===== src/rtl/seq_datapath_pkg.sv =====
// Shared types for the self-sequencing datapath: ALU/shift encodings,
// sequencer states, status bit positions and the captured command payload.
package seq_datapath_pkg;

  localparam int unsigned STAT_W = 3;
  localparam int unsigned STAT_N = 2;
  localparam int unsigned STAT_V = 1;
  localparam int unsigned STAT_Z = 0;

  typedef enum logic [1:0] {
    ALU_ADD = 2'b00,
    ALU_SUB = 2'b01,
    ALU_AND = 2'b10,
    ALU_NOT = 2'b11
  } alu_op_t;

  typedef enum logic [1:0] {
    SH_NONE = 2'b00,
    SH_LSL1 = 2'b01,
    SH_LSR1 = 2'b10,
    SH_ASR1 = 2'b11
  } shift_t;

  typedef enum logic [2:0] {
    ST_IDLE  = 3'd0,
    ST_LOADA = 3'd1,
    ST_LOADB = 3'd2,
    ST_EXEC  = 3'd3,
    ST_WB    = 3'd4
  } state_t;

  // Operation fields latched when a request is accepted.
  typedef struct packed {
    alu_op_t alu_op;
    shift_t  shift;
    logic    bsel;
  } ctrl_t;

endpackage


===== src/rtl/seq_datapath_if.sv =====
// Request/status bundle between controller (master) and datapath (slave).
//  start/alu_op/shift/mov_imm/bsel/rn/rm/rd/imm : operation request
//  ext_we/ext_addr/ext_data                     : external register write
//  dbg_addr -> dbg_data                         : combinational register peek
//  busy/done/result/status                      : sequencer outputs
interface seq_datapath_if #(
  parameter int unsigned WIDTH = 16,
  parameter int unsigned NREGS = 8
);
  localparam int unsigned AW = $clog2(NREGS);

  logic             start;
  logic [1:0]       alu_op;
  logic [1:0]       shift;
  logic             mov_imm;
  logic             bsel;
  logic [AW-1:0]    rn;
  logic [AW-1:0]    rm;
  logic [AW-1:0]    rd;
  logic [WIDTH-1:0] imm;
  logic             ext_we;
  logic [AW-1:0]    ext_addr;
  logic [WIDTH-1:0] ext_data;
  logic [AW-1:0]    dbg_addr;
  logic [WIDTH-1:0] dbg_data;
  logic             busy;
  logic             done;
  logic [WIDTH-1:0] result;
  logic [2:0]       status;

  modport master (
    output start, alu_op, shift, mov_imm, bsel, rn, rm, rd, imm,
           ext_we, ext_addr, ext_data, dbg_addr,
    input  dbg_data, busy, done, result, status
  );

  modport slave (
    input  start, alu_op, shift, mov_imm, bsel, rn, rm, rd, imm,
           ext_we, ext_addr, ext_data, dbg_addr,
    output dbg_data, busy, done, result, status
  );
endinterface


===== src/rtl/alu_shift_unit.sv =====
// Combinational shifter + ALU + {N,V,Z} flag generation.
//  a_i, b_i  : operands (b_i is shifted before the ALU)
//  alu_op_i  : ADD / SUB / AND / NOT(B)
//  shift_i   : none / LSL1 / LSR1 / ASR1
//  y_c       : result, modulo 2^WIDTH
//  status_c  : {N,V,Z}
module alu_shift_unit
  import seq_datapath_pkg::*;
#(
  parameter int unsigned WIDTH = 16
) (
  input  logic [WIDTH-1:0]  a_i,
  input  logic [WIDTH-1:0]  b_i,
  input  alu_op_t           alu_op_i,
  input  shift_t            shift_i,
  output logic [WIDTH-1:0]  y_c,
  output logic [STAT_W-1:0] status_c
);

  logic [WIDTH-1:0] bs;
  logic             v;

  // Shifter on the B operand.
  always_comb begin
    bs = b_i;
    case (shift_i)
      SH_NONE: bs = b_i;
      SH_LSL1: bs = {b_i[WIDTH-2:0], 1'b0};
      SH_LSR1: bs = {1'b0, b_i[WIDTH-1:1]};
      SH_ASR1: bs = {b_i[WIDTH-1], b_i[WIDTH-1:1]};
      default: bs = b_i;
    endcase
  end

  // ALU and flags; overflow only meaningful for ADD/SUB.
  always_comb begin
    y_c      = '0;
    v        = 1'b0;
    status_c = '0;
    case (alu_op_i)
      ALU_ADD: begin
        y_c = a_i + bs;
        v   = (a_i[WIDTH-1] == bs[WIDTH-1]) && (y_c[WIDTH-1] != a_i[WIDTH-1]);
      end
      ALU_SUB: begin
        y_c = a_i - bs;
        v   = (a_i[WIDTH-1] != bs[WIDTH-1]) && (y_c[WIDTH-1] != a_i[WIDTH-1]);
      end
      ALU_AND: y_c = a_i & bs;
      ALU_NOT: y_c = ~bs;
      default: y_c = '0;
    endcase
    status_c[STAT_N] = y_c[WIDTH-1];
    status_c[STAT_V] = v;
    status_c[STAT_Z] = (y_c == '0);
  end

endmodule


===== src/rtl/seq_datapath.sv =====
// Self-sequencing datapath: register file, A/B/C registers and status,
// driven by an internal IDLE->LOADA->LOADB->EXEC->WB sequencer.
//  clk, rst_n : clock, asynchronous active-low reset
//  bus        : seq_datapath_if slave (request, external write, debug peek,
//               busy/done/result/status)
module seq_datapath
  import seq_datapath_pkg::*;
#(
  parameter int unsigned WIDTH = 16,
  parameter int unsigned NREGS = 8
) (
  input  logic           clk,
  input  logic           rst_n,
  seq_datapath_if.slave  bus
);

  localparam int unsigned AW = $clog2(NREGS);

  state_t              state_q,  state_d;
  logic                busy_q,   busy_d;
  logic                done_q,   done_d;
  logic [WIDTH-1:0]    a_q,      a_d;
  logic [WIDTH-1:0]    b_q,      b_d;
  logic [WIDTH-1:0]    c_q,      c_d;
  logic [STAT_W-1:0]   status_q, status_d;
  ctrl_t               ctrl_q,   ctrl_d;
  logic [AW-1:0]       rn_q,     rn_d;
  logic [AW-1:0]       rm_q,     rm_d;
  logic [AW-1:0]       rd_q,     rd_d;
  logic [WIDTH-1:0]    imm_q,    imm_d;
  logic [WIDTH-1:0]    regs_q [NREGS];
  logic [WIDTH-1:0]    regs_d [NREGS];

  logic [WIDTH-1:0]    alu_y;
  logic [STAT_W-1:0]   alu_status;

  alu_shift_unit #(.WIDTH(WIDTH)) u_alu (
    .a_i      (a_q),
    .b_i      (b_q),
    .alu_op_i (ctrl_q.alu_op),
    .shift_i  (ctrl_q.shift),
    .y_c      (alu_y),
    .status_c (alu_status)
  );

  // Sequencer next state, holding-register capture and register-file writes.
  always_comb begin
    state_d  = state_q;
    busy_d   = busy_q;
    done_d   = 1'b0;
    a_d      = a_q;
    b_d      = b_q;
    c_d      = c_q;
    status_d = status_q;
    ctrl_d   = ctrl_q;
    rn_d     = rn_q;
    rm_d     = rm_q;
    rd_d     = rd_q;
    imm_d    = imm_q;
    regs_d   = regs_q;

    // External write first so a same-index write-back below overrides it.
    if (bus.ext_we) begin
      regs_d[bus.ext_addr] = bus.ext_data;
    end

    case (state_q)
      ST_IDLE: begin
        if (bus.start) begin
          busy_d = 1'b1;
          ctrl_d = '{alu_op: alu_op_t'(bus.alu_op),
                     shift:  shift_t'(bus.shift),
                     bsel:   bus.bsel};
          rn_d   = bus.rn;
          rm_d   = bus.rm;
          rd_d   = bus.rd;
          imm_d  = bus.imm;
          if (bus.mov_imm) begin
            c_d     = bus.imm;
            state_d = ST_WB;
          end else begin
            state_d = ST_LOADA;
          end
        end
      end
      ST_LOADA: begin
        a_d = regs_q[rn_q];
        // With bsel the immediate takes B's place and LOADB is skipped.
        if (ctrl_q.bsel) begin
          b_d     = imm_q;
          state_d = ST_EXEC;
        end else begin
          state_d = ST_LOADB;
        end
      end
      ST_LOADB: begin
        b_d     = regs_q[rm_q];
        state_d = ST_EXEC;
      end
      ST_EXEC: begin
        c_d      = alu_y;
        status_d = alu_status;
        state_d  = ST_WB;
      end
      ST_WB: begin
        regs_d[rd_q] = c_q;
        done_d       = 1'b1;
        busy_d       = 1'b0;
        state_d      = ST_IDLE;
      end
      default: begin
        busy_d  = 1'b0;
        state_d = ST_IDLE;
      end
    endcase
  end

  // State and datapath registers.
  always_ff @(posedge clk or negedge rst_n) begin
    if (!rst_n) begin
      state_q  <= ST_IDLE;
      busy_q   <= 1'b0;
      done_q   <= 1'b0;
      a_q      <= '0;
      b_q      <= '0;
      c_q      <= '0;
      status_q <= '0;
      ctrl_q   <= '0;
      rn_q     <= '0;
      rm_q     <= '0;
      rd_q     <= '0;
      imm_q    <= '0;
      regs_q   <= '{default: '0};
    end else begin
      state_q  <= state_d;
      busy_q   <= busy_d;
      done_q   <= done_d;
      a_q      <= a_d;
      b_q      <= b_d;
      c_q      <= c_d;
      status_q <= status_d;
      ctrl_q   <= ctrl_d;
      rn_q     <= rn_d;
      rm_q     <= rm_d;
      rd_q     <= rd_d;
      imm_q    <= imm_d;
      regs_q   <= regs_d;
    end
  end

  assign bus.busy     = busy_q;
  assign bus.done     = done_q;
  assign bus.result   = c_q;
  assign bus.status   = status_q;
  // Debug peek sees only the registered contents, not same-edge writes.
  assign bus.dbg_data = regs_q[bus.dbg_addr];

endmodule


===== src/flat_wrapper.sv =====
// flat-port wrapper written by rule: the top's interface ports become plain ports
module seq_datapath_flat import seq_datapath_pkg::*;
#(
  parameter int unsigned WIDTH = 16,
  parameter int unsigned NREGS = 8
)
  (clk, rst_n, bus_start, bus_alu_op, bus_shift, bus_mov_imm, bus_bsel, bus_rn, bus_rm, bus_rd, bus_imm, bus_ext_we, bus_ext_addr, bus_ext_data, bus_dbg_addr, bus_dbg_data, bus_busy, bus_done, bus_result, bus_status);
  seq_datapath_if #(.WIDTH(WIDTH), .NREGS(NREGS)) bus_i ();
  input  logic clk;
  input  logic rst_n;
  input wire logic [$bits(bus_i.start)-1:0] bus_start;
  input wire logic [$bits(bus_i.alu_op)-1:0] bus_alu_op;
  input wire logic [$bits(bus_i.shift)-1:0] bus_shift;
  input wire logic [$bits(bus_i.mov_imm)-1:0] bus_mov_imm;
  input wire logic [$bits(bus_i.bsel)-1:0] bus_bsel;
  input wire logic [$bits(bus_i.rn)-1:0] bus_rn;
  input wire logic [$bits(bus_i.rm)-1:0] bus_rm;
  input wire logic [$bits(bus_i.rd)-1:0] bus_rd;
  input wire logic [$bits(bus_i.imm)-1:0] bus_imm;
  input wire logic [$bits(bus_i.ext_we)-1:0] bus_ext_we;
  input wire logic [$bits(bus_i.ext_addr)-1:0] bus_ext_addr;
  input wire logic [$bits(bus_i.ext_data)-1:0] bus_ext_data;
  input wire logic [$bits(bus_i.dbg_addr)-1:0] bus_dbg_addr;
  output wire logic [$bits(bus_i.dbg_data)-1:0] bus_dbg_data;
  output wire logic [$bits(bus_i.busy)-1:0] bus_busy;
  output wire logic [$bits(bus_i.done)-1:0] bus_done;
  output wire logic [$bits(bus_i.result)-1:0] bus_result;
  output wire logic [$bits(bus_i.status)-1:0] bus_status;
  assign bus_i.start = bus_start;
  assign bus_i.alu_op = bus_alu_op;
  assign bus_i.shift = bus_shift;
  assign bus_i.mov_imm = bus_mov_imm;
  assign bus_i.bsel = bus_bsel;
  assign bus_i.rn = bus_rn;
  assign bus_i.rm = bus_rm;
  assign bus_i.rd = bus_rd;
  assign bus_i.imm = bus_imm;
  assign bus_i.ext_we = bus_ext_we;
  assign bus_i.ext_addr = bus_ext_addr;
  assign bus_i.ext_data = bus_ext_data;
  assign bus_i.dbg_addr = bus_dbg_addr;
  assign bus_dbg_data = bus_i.dbg_data;
  assign bus_busy = bus_i.busy;
  assign bus_done = bus_i.done;
  assign bus_result = bus_i.result;
  assign bus_status = bus_i.status;
  seq_datapath #(.WIDTH(WIDTH), .NREGS(NREGS)) u_core (.clk(clk), .rst_n(rst_n), .bus(bus_i));
endmodule

===== config.mk =====
export PLATFORM = sky130hd
export DESIGN_NAME = seq_datapath_flat
export DESIGN_NICKNAME = d
export VERILOG_FILES = /design/src/rtl/seq_datapath_pkg.sv /design/src/rtl/seq_datapath_if.sv /design/src/rtl/alu_shift_unit.sv /design/src/rtl/seq_datapath.sv /design/src/flat_wrapper.sv
export SDC_FILE = /design/constraint.sdc
export NUM_CORES = 1
export LEC_CHECK = 0
export BUFFER_PORTS_ARGS = -buffer_cell sky130_fd_sc_hd__buf_4
export CAP_MARGIN = 15
export CORE_MARGIN = 1
export CORE_UTILIZATION = 29
export CTS_CLUSTER_SIZE = 30
export DETAILED_ROUTE_END_ITERATION = 8
export PLACE_DENSITY = 0.5
export SETUP_SLACK_MARGIN = 0.5
export SLEW_MARGIN = 20
export SYNTH_ARGS = -nofsm -noshare
export SYNTH_HDL_FRONTEND = slang
export SYNTH_SLANG_ARGS = --single-unit

===== constraint.sdc =====
create_clock -name clk -period 6.2 [get_ports clk]
set_clock_uncertainty 0.2 [all_clocks]
set_input_delay 1.86 -clock clk [delete_from_list [all_inputs] [get_ports clk]]
set_output_delay 1.86 -clock clk [all_outputs]
set_load 0.03 [all_outputs]

# Yosys cells after proc, flatten, opt, wreduce, memory -nomap -nowiden
# Index checks and enable logic that the tools add are counted.
[classes]
add_sub_neg = 2
multipliers = 0
div = 0
magnitude_cmp = 7
n_eq_ne = 17
shift = 0
mux = 32
bitwise = 8
n_reduce_logical = 15
[ops]
columns = ["op", "n"]
rows = [
  ["$bwmux W128", 2],
  ["$mux W128", 2],
  ["$mux W16", 11],
  ["$bmux W16 S3", 3],
  ["$pmux W16 S4", 2],
  ["$demux W16 S3", 2],
  ["$pmux W16 S2", 2],
  ["$ge A4 B4 Y1 const B", 5],
  ["$not A3 Y4", 5],
  ["$add A16 B16 Y16", 1],
  ["$and A16 B16 Y16", 1],
  ["$logic_not A16 Y1", 1],
  ["$not A16 Y16", 1],
  ["$sub A16 B16 Y16", 1],
  ["$pmux W3 S4", 1],
  ["$eq A2 B2 Y1 const B", 4],
  ["$lt A4 B1 Y1 const B", 2],
  ["$eq A3 B2 Y1 const B", 2],
  ["$mux W3", 2],
  ["$reduce_and A2 Y1", 3],
  ["$eq A2 B1 Y1 const B", 2],
  ["$logic_and A1 B1 Y1", 4],
  ["$logic_not A2 Y1", 2],
  ["$ne A2 B2 Y1 const B", 2],
  ["other kinds (12)", 18],
]
[word_totals]
reg_bits = 214
latch_bits = 0
ram_bits = 0
mem_bits_ro = 0
in_bits = 57
output_inout_bits = 37
elab_cells = 103
memories = 0

# Logic depth before layout (Yosys ltp)
# Gate-level depths: netlist of run 1.
[logic_depth]
word_depth = 9
depth_mapped = 17
mapped_depth_nobuf = 14

# Cells and area by module
# Synthesis of run 1 repeated with hierarchy kept, for this count alone.
[hier_totals]
hier_cells = 1597
hier_area_um2 = 15473.6
[by_module_without_submodules]
columns = ["module", "instances", "cells_each", "area_each_um2", "seq_area_each_um2"]
rows = [
  ["seq_datapath", 1, 1215, 12943.7, 5355.1],
  ["alu_shift_unit", 1, 382, 2529.9, 0.0],
]

# Worst setup path after synthesis of run 1
# No wires, ideal clock.
[synth_timing]
path_type = "input port to output port"
from = "input bus_dbg_addr[0]"
to = "output bus_dbg_data[0]"
arrival_ns = 3.524
t_required_ns = 4.140
setup_slack_ns = 0.616
stages = 4
path_buffers = 2
path_cell_list = "clkbuf_1 buf_1 mux4_2 mux2_2"
[synth_between]
elab_chain_len = 4
[synth_lines]
columns = ["item", "line", "source"]
rows = [
  ["from (decl)", "flat_wrapper.sv:23", "input wire logic [$bits(bus_i.dbg_addr)-1:0] bus_dbg_addr;"],
  ["$not A3 Y4 (implied by the code)", "seq_datapath.sv:156", "assign bus.dbg_data = regs_q[bus.dbg_addr];"],
  ["$bmux W16 S3", "seq_datapath.sv:156", ""],
  ["$mux W16 (implied by the code) (2 in a row)", "seq_datapath.sv:156", ""],
  ["to (decl)", "flat_wrapper.sv:24", "output wire logic [$bits(bus_i.dbg_data)-1:0] bus_dbg_data;"],
]
# No other way between the ends. The select of a mux whose other input is x is not followed.

# Worst setup path after layout of run 1
[layout_timing]
from = "input bus_dbg_addr[0]"
to = "output bus_dbg_data[11]"
# The elaborated chain is that of the path after synthesis.

==> results_dict.tcl, run 1 <==
set metrics [dict create \
    status "completed" \
    dr.pass1.iters 5 \
    drc_errors 0 \
    cp_data_arrival_time_ps 3430 \
    dieArea_mm2 0.05204 \
    cp-end-kind "output pin" \
    async_flop_share_pct 100.0 \
    power_density_mw_per_mm2 647.9 \
    hpwl_mm 32.70 \
    finalNonFillerCells 2172 \
    yosysTopAreaCellShare_pct 36.12 \
    cts_setup_buffers 0 \
    ant_nets 0 \
    timing.final.crit_share_pct 88.60 \
    synthMuxAreaShare_pct 30.81 \
    root_buffer "clkbuf_16" \
    synth_compound_gate_area_share_pct 13.66 \
    tritoncts.num_buffers 26 \
    core_mm2 0.05027 \
    nets 1571 \
    viasPerCell 5.364 \
    hold_violations 0 \
    die_w_um 228.1 \
    yosys.cell_types.count 75 \
    ctsHtreeMaxLevel 1 \
    clock-sinks 214 \
    synthSimpleGateAreaFrac_pct 10.94 \
    ir_drop_mv 0.4890 \
    cts_resized 0 \
    area_delta_synth_final_pct 14.38 \
    overflow 0 \
    via_count 11650 \
    rows 82 \
    p_leak_nw 7.073 \
    drv_cap 0 \
    insertion_delay_ps 560 \
    post_dp_cell_area_mm2 0.01608 \
    place_congestion 0.8531 \
    total_power_mw 10.99 \
    use_met1_pct 24.11 \
    synth_xor_area_share_pct 0.4725 \
    synth_seq_cells 214 \
    fill_cells 5217 \
    io_pins 94 \
    wl_per_cell_um 22.50 \
    grt_pass1_wl_mm 74.45 \
    grt_antenna_before_repair 1 \
    pre_cts_slack_ps 694.5 \
    r2r_slack_ps 1990 \
    grt_pass1_vias 11600 \
    synth.yosys.seq_area_share_pct 36.12 \
    synth_ff_type "dfrtp_1" \
    drt-initial-drc-count 806 \
    hold_buffers 0 \
    syn_area_per_cell_um2 10.05 \
    timing.final.ws_setup_ps 707.1 \
    synth_fa_ha_area_share_pct 2.970 \
    clockBufferDepth 3 \
    seq_area_mm2 0.005358 \
    relSlewSlack_pct 42.11 \
    layout_commonest_cell "dfrtp_1" \
    fin_area_mm2 0.01696 \
    drive_above_1_share_pct 23.40 \
    port_buffers 93 \
    grtUsageMet2_pct 32.07 \
    grtUsageMet3_pct 2.175 \
    worstMarginPinSlew_ps 868.3 \
    setup_tns_ps 0 \
    clk_pin_slew_ps 50 \
    initial_core_util_pct 29.49 \
    timing.fmax_mhz 182.1 \
    diodes 0 \
    synth_cells 1475 \
    place_inst 2124 \
    grt_max_degree 104 \
    min_period_ps 5493 \
    yosysWarnings 0 \
    synth_top_family_by_area "multiplexers" \
    multi_input_area_mm2 0.008775 \
    wirelength_mm 48.88 \
    synth_area_leaders "dfrtp_1, mux4_2, mux2i_1, a21oi_1, nor2_1" \
    synth-edff-count 0 \
    synth_top_area_cell "dfrtp_1" \
    slew_viol_final 0 \
    grt_use_total_pct 18.58 \
    hp-class "flop to flop" \
    required_ps 4140 \
    most-common-layout-cells "dfrtp_1, mux2i_1, nor2_1, a21oi_1" \
    die_y_um 228.1 \
    cp_max_fo 20 \
    synth_area_mm2 0.01483 \
    gr-max-usage-layer "met2" \
    cts_tree "built" \
    rsz0062_at_grt "false" \
    worst_setup_path_start_kind "input pin" \
    synth_nets 1566 \
    crit_type "input pin to output pin" \
    setup_viol 0 \
]
## metal layers
metal  up-vias  wire, um
met2       338     24050
met4         0      1410
met1      5858     21070
met3        77      2353
met5         -         0
li1       5377         -
## registers in the layout, indices dropped and copies added (netlist names)
register and cells:
u_core.rm_q 3, u_core.rd_q 3, u_core.bus.done 1, u_core.bus.result 16, u_core.a_q 16, u_core.b_q 16, u_core.bus.busy 1, u_core.imm_q 16
u_core.rn_q 3, u_core.bus.status 3, u_core.state_q 3, u_core.regs_q 128, u_core.ctrl_q 5
## area by class of cell
cell class	instances	area share, %
Clock buffer	37	4.618
Tap cell	672	4.958
Multi-Input combinational cell	1076	51.74
Timing Repair Buffer	125	5.725
Clock inverter	11	0.5533
Inverter	37	0.8189
Sequential cell	214	31.59
## logic make-up after synthesis
| group | count (synthesis) |
|---|---|
| buffers and inverters | 185 |
| xor gates and xnor gates | 8 |
| DFF | 214 |
| adders and majority gates | 34 |
| muxes | 330 |
| and+or+nand+nor | 365 |
| AOI/OAI and AO/OA | 339 |
## worst paths after layout
path	from	to	cells after the start
min in group asynchronous	rst_n	u_core.regs_q[87]	1
max	bus_dbg_addr[0]	bus_dbg_data[11]	5
min	u_core.bus.status[1]	u_core.bus.status[1]	2
min reg2reg	u_core.bus.status[1]	u_core.bus.status[1]	2
max in group asynchronous	rst_n	u_core.regs_q[73]	2
max reg2reg	u_core.ctrl_q[1]	u_core.bus.status[0]	15
## cells in the mapped netlist, drive strengths merged, types with 6 or more instances
cell type	n
dfrtp	214
mux2i	183
nor2	158
a21oi	149
nand2	123
o21ai	103
mux4	96
clkbuf	91
buf	57
mux2	51
inv	37
ha	32
nor3	16
o21a	11
nand3	8
o211ai	8
or3	8
a211oi	7
a31oi	7
nand2b	7
nor2b	7
a21o	6
nand4	6
nor4	6
## critical path: stages
cell	delay, ps
buf_4	270
buf_12	250
mux4_2	520
mux2_2	320
buf_4	180
## metrics by stage
step	utilization (%)	hold slack (ps)
finish	33.74	281.3
detailed placement	31.99	280.0
floorplan	-	272.1
global placement	31.99	276.4
global route	33.74	321.2
CTS	33.74	292.2
## power by group
group	switching (mW)	internal, mW
combinational	3.60	2.89
sequential	0.837	2.09
clock	0.647	0.921
total	5.08	5.90
Power figures use the tool's default switching activity.
==> run 2: changes to the inputs <==
--- a/config.mk
+++ b/config.mk
@@ -5,6 +5,7 @@
 export SDC_FILE = /design/constraint.sdc
 export NUM_CORES = 1
 export LEC_CHECK = 0
+export ABC_AREA = 1
 export BUFFER_PORTS_ARGS = -buffer_cell sky130_fd_sc_hd__buf_4
 export CAP_MARGIN = 15
 export CORE_MARGIN = 1
==> run 2 against run 1 <==
  * Worst hold slack improved by 2.9 ps
  * Sequential power fell by 6%
  * Count of clock-buffer cells in the layout rose by 5
  * Final area rose by 1.6%
  * Flip-flop and latch count did not move
  * Sequential share of layout area fell by 0.48 points
  * Final cell count rose by 37%
  * Non-clock buffer count rose by 1
  * Maximum frequency rose by 0.55%
  * Combinational power fell by 4.2%
  * Largest cell class unchanged
  * Setup slack improved by 30 ps
  * Synthesized cell count rose by 53%
==> results_dict.tcl, run 2 <==
set metrics [dict create \
    status "completed" \
    min_period_ps 5463 \
    drive_above_1_share_pct 8.876 \
    synth_area_leaders "dfrtp_1, o21ai_0, nand2_1, a21oi_1, inv_1" \
    seq_area_mm2 0.005363 \
    setup_tns_ps 0 \
    root_buffer "clkbuf_16" \
    async_flop_share_pct 100.0 \
    largest_reg_flops 128 \
    io_pins 94 \
    synth_common_cells "nand2_1, o21ai_0, inv_1, dfrtp_1, a21oi_1" \
    yosys.cell_types.count 37 \
    hold_buffers 0 \
    synth.yosys.seq_area_share_pct 35.47 \
    initial_core_util_pct 29.37 \
    wl_per_cell_um 20.20 \
    relSlewSlack_pct 24.52 \
    cts_resized 0 \
    timing.final.crit_share_pct 88.11 \
    grtUsageMet3_pct 3.671 \
    multi_input_area_mm2 0.008278 \
    tritoncts.num_buffers 28 \
    grtUsageMet2_pct 37.13 \
    via_count 15690 \
    synth.most_common_cell "nand2_1" \
    die_w_um 230.2 \
    setup_viol 0 \
    place_congestion 0.8989 \
    slew_viol_final 0 \
    synth-edff-count 0 \
    synth_nets 2355 \
    total_power_mw 10.62 \
    viasPerCell 5.286 \
    grt_max_degree 113 \
    layout_commonest_cell "nand2_1" \
    hp-class "flop to flop" \
    cp-end-kind "output pin" \
    dr.pass1.iters 6 \
    port_buffers 93 \
    crit_type "input pin to output pin" \
    cts_tree "built" \
    ctsHtreeMaxLevel 1 \
    grt_antenna_before_repair 3 \
    hpwl_mm 40.72 \
    drv_cap 0 \
    holdWs_ps 284.2 \
    grt_use_total_pct 22.45 \
    p_leak_nw 8.135 \
    fill_cells 5618 \
    die_y_um 230.2 \
    synth_area_mm2 0.01510 \
    worstMarginPinSlew_ps 1132 \
    synth_top_area_cell "dfrtp_1" \
    yosysWarnings 0 \
    syn_area_per_cell_um2 6.668 \
    power_density_mw_per_mm2 616.1 \
    synth_seq_cells 214 \
    ir_drop_mv 0.2453 \
    most-common-layout-cells "nand2_1, o21ai_0, inv_1, dfrtp_1, a21oi_1" \
    yosysTopAreaCellShare_pct 35.47 \
    gr-max-usage-layer "met2" \
    required_ps 4140 \
    clock-sinks 214 \
    grt_pass1_wl_mm 90.87 \
    hold_violations 0 \
    cp_data_arrival_time_ps 3400 \
    core_mm2 0.05141 \
    nets 2357 \
    timing.fmax_mhz 183.1 \
    worst_setup_path_start_kind "input pin" \
    cp_max_fo 58 \
    final_core_utilization_pct 33.53 \
    ant_nets 0 \
    largest_register "u_core.regs_q" \
    synth_cells 2264 \
    rsz0062_at_grt "false" \
    clockBufferDepth 3 \
    synth_ff_type "dfrtp_1" \
    drc_errors 0 \
    grt_pass1_vias 14640 \
    insertion_delay_ps 590 \
    wirelength_mm 59.96 \
    cts_setup_buffers 0 \
    area_delta_synth_final_pct 14.18 \
    clk_pin_slew_ps 60 \
    overflow 0 \
    use_met1_pct 29.31 \
    rows 83 \
    drt-initial-drc-count 1436 \
    dieArea_mm2 0.05298 \
]
==> run 2: cell count changes in the layout (fill, tap and decap cells not counted), sizes merged, moves of 37 or more <==
cell	delta
nand2	+445
mux2	-37
mux2i	-183
o211ai	+73
o21ai	+369
nand3	+116
mux4	-96
inv	+185
==> run 2: where the power goes <==
group	internal [mW]	leakage, nW	switching, mW
clock	0.951	0.444	0.691
sequential	2.07	2.59	0.689
combinational	1.99	5.10	4.22
==> run 2: cell families after synthesis <==
logic type	synth area share (%)
simple gates	22.30
compound gates	28.35
buf+inv	9.796
flops	35.47
fa+ha+maj	2.917
mux	1.044
xor+xnor	0.1160
==> run 2: cell type report <==
| cell class | count | share of cell area (%) |
|---|---|---|
| Inverter | 225 | 4.899 |
| Sequential cell | 214 | 31.11 |
| Timing Repair Buffer | 126 | 5.676 |
| Tap cell | 680 | 4.936 |
| Clock buffer | 42 | 4.718 |
| Multi-Input combinational cell | 1671 | 48.02 |
| Antenna cell | 1 | 0.01452 |
| Clock inverter | 9 | 0.6242 |
==> run 2: path summary, 6_finish.rpt <==
| check | startpoint | end | slack (ps) | cells after the start |
|---|---|---|---|---|
| worst max-delay path | bus_dbg_addr[1] | bus_dbg_data[9] | 740 | 6 |
| worst min-delay path | u_core.bus.status[2] | u_core.bus.status[2] | 280 | 2 |
| worst max register to register | u_core.ctrl_q[2] | u_core.bus.result[11] | 2430 | 14 |
| worst min register to register | u_core.bus.status[2] | u_core.bus.status[2] | 280 | 2 |
| max in group asynchronous | rst_n | u_core.imm_q[15] | 3540 | 2 |
| min in group asynchronous | rst_n | u_core.regs_q[103] | 1060 | 1 |
==> run 2: per-layer routing <==
layer  vias to the layer above  share of wire [%]
li1                       7601                  -
met1                      7398                 43
met2                       572                 47
met3                       115                6.4
met4                         2                3.6
met5                         -              0.022
==> run 2: stage by stage <==
stage	worst slack [ps]	std cells	instance area, um^2
floorplan	967.8	2264	15100
global placement	820.8	2916	16310
detailed placement	821.4	2916	16310
CTS	813.8	2967	17240
global route	567.7	2968	17240
finish	737.1	2968	17240
==> run 2: worst max-delay path, stage by stage <==
cell and delay [ps]:
buf_4 480, o21ai_0 170, o21ai_0 200, nor2_1 50, a31oi_1 350, buf_4 240
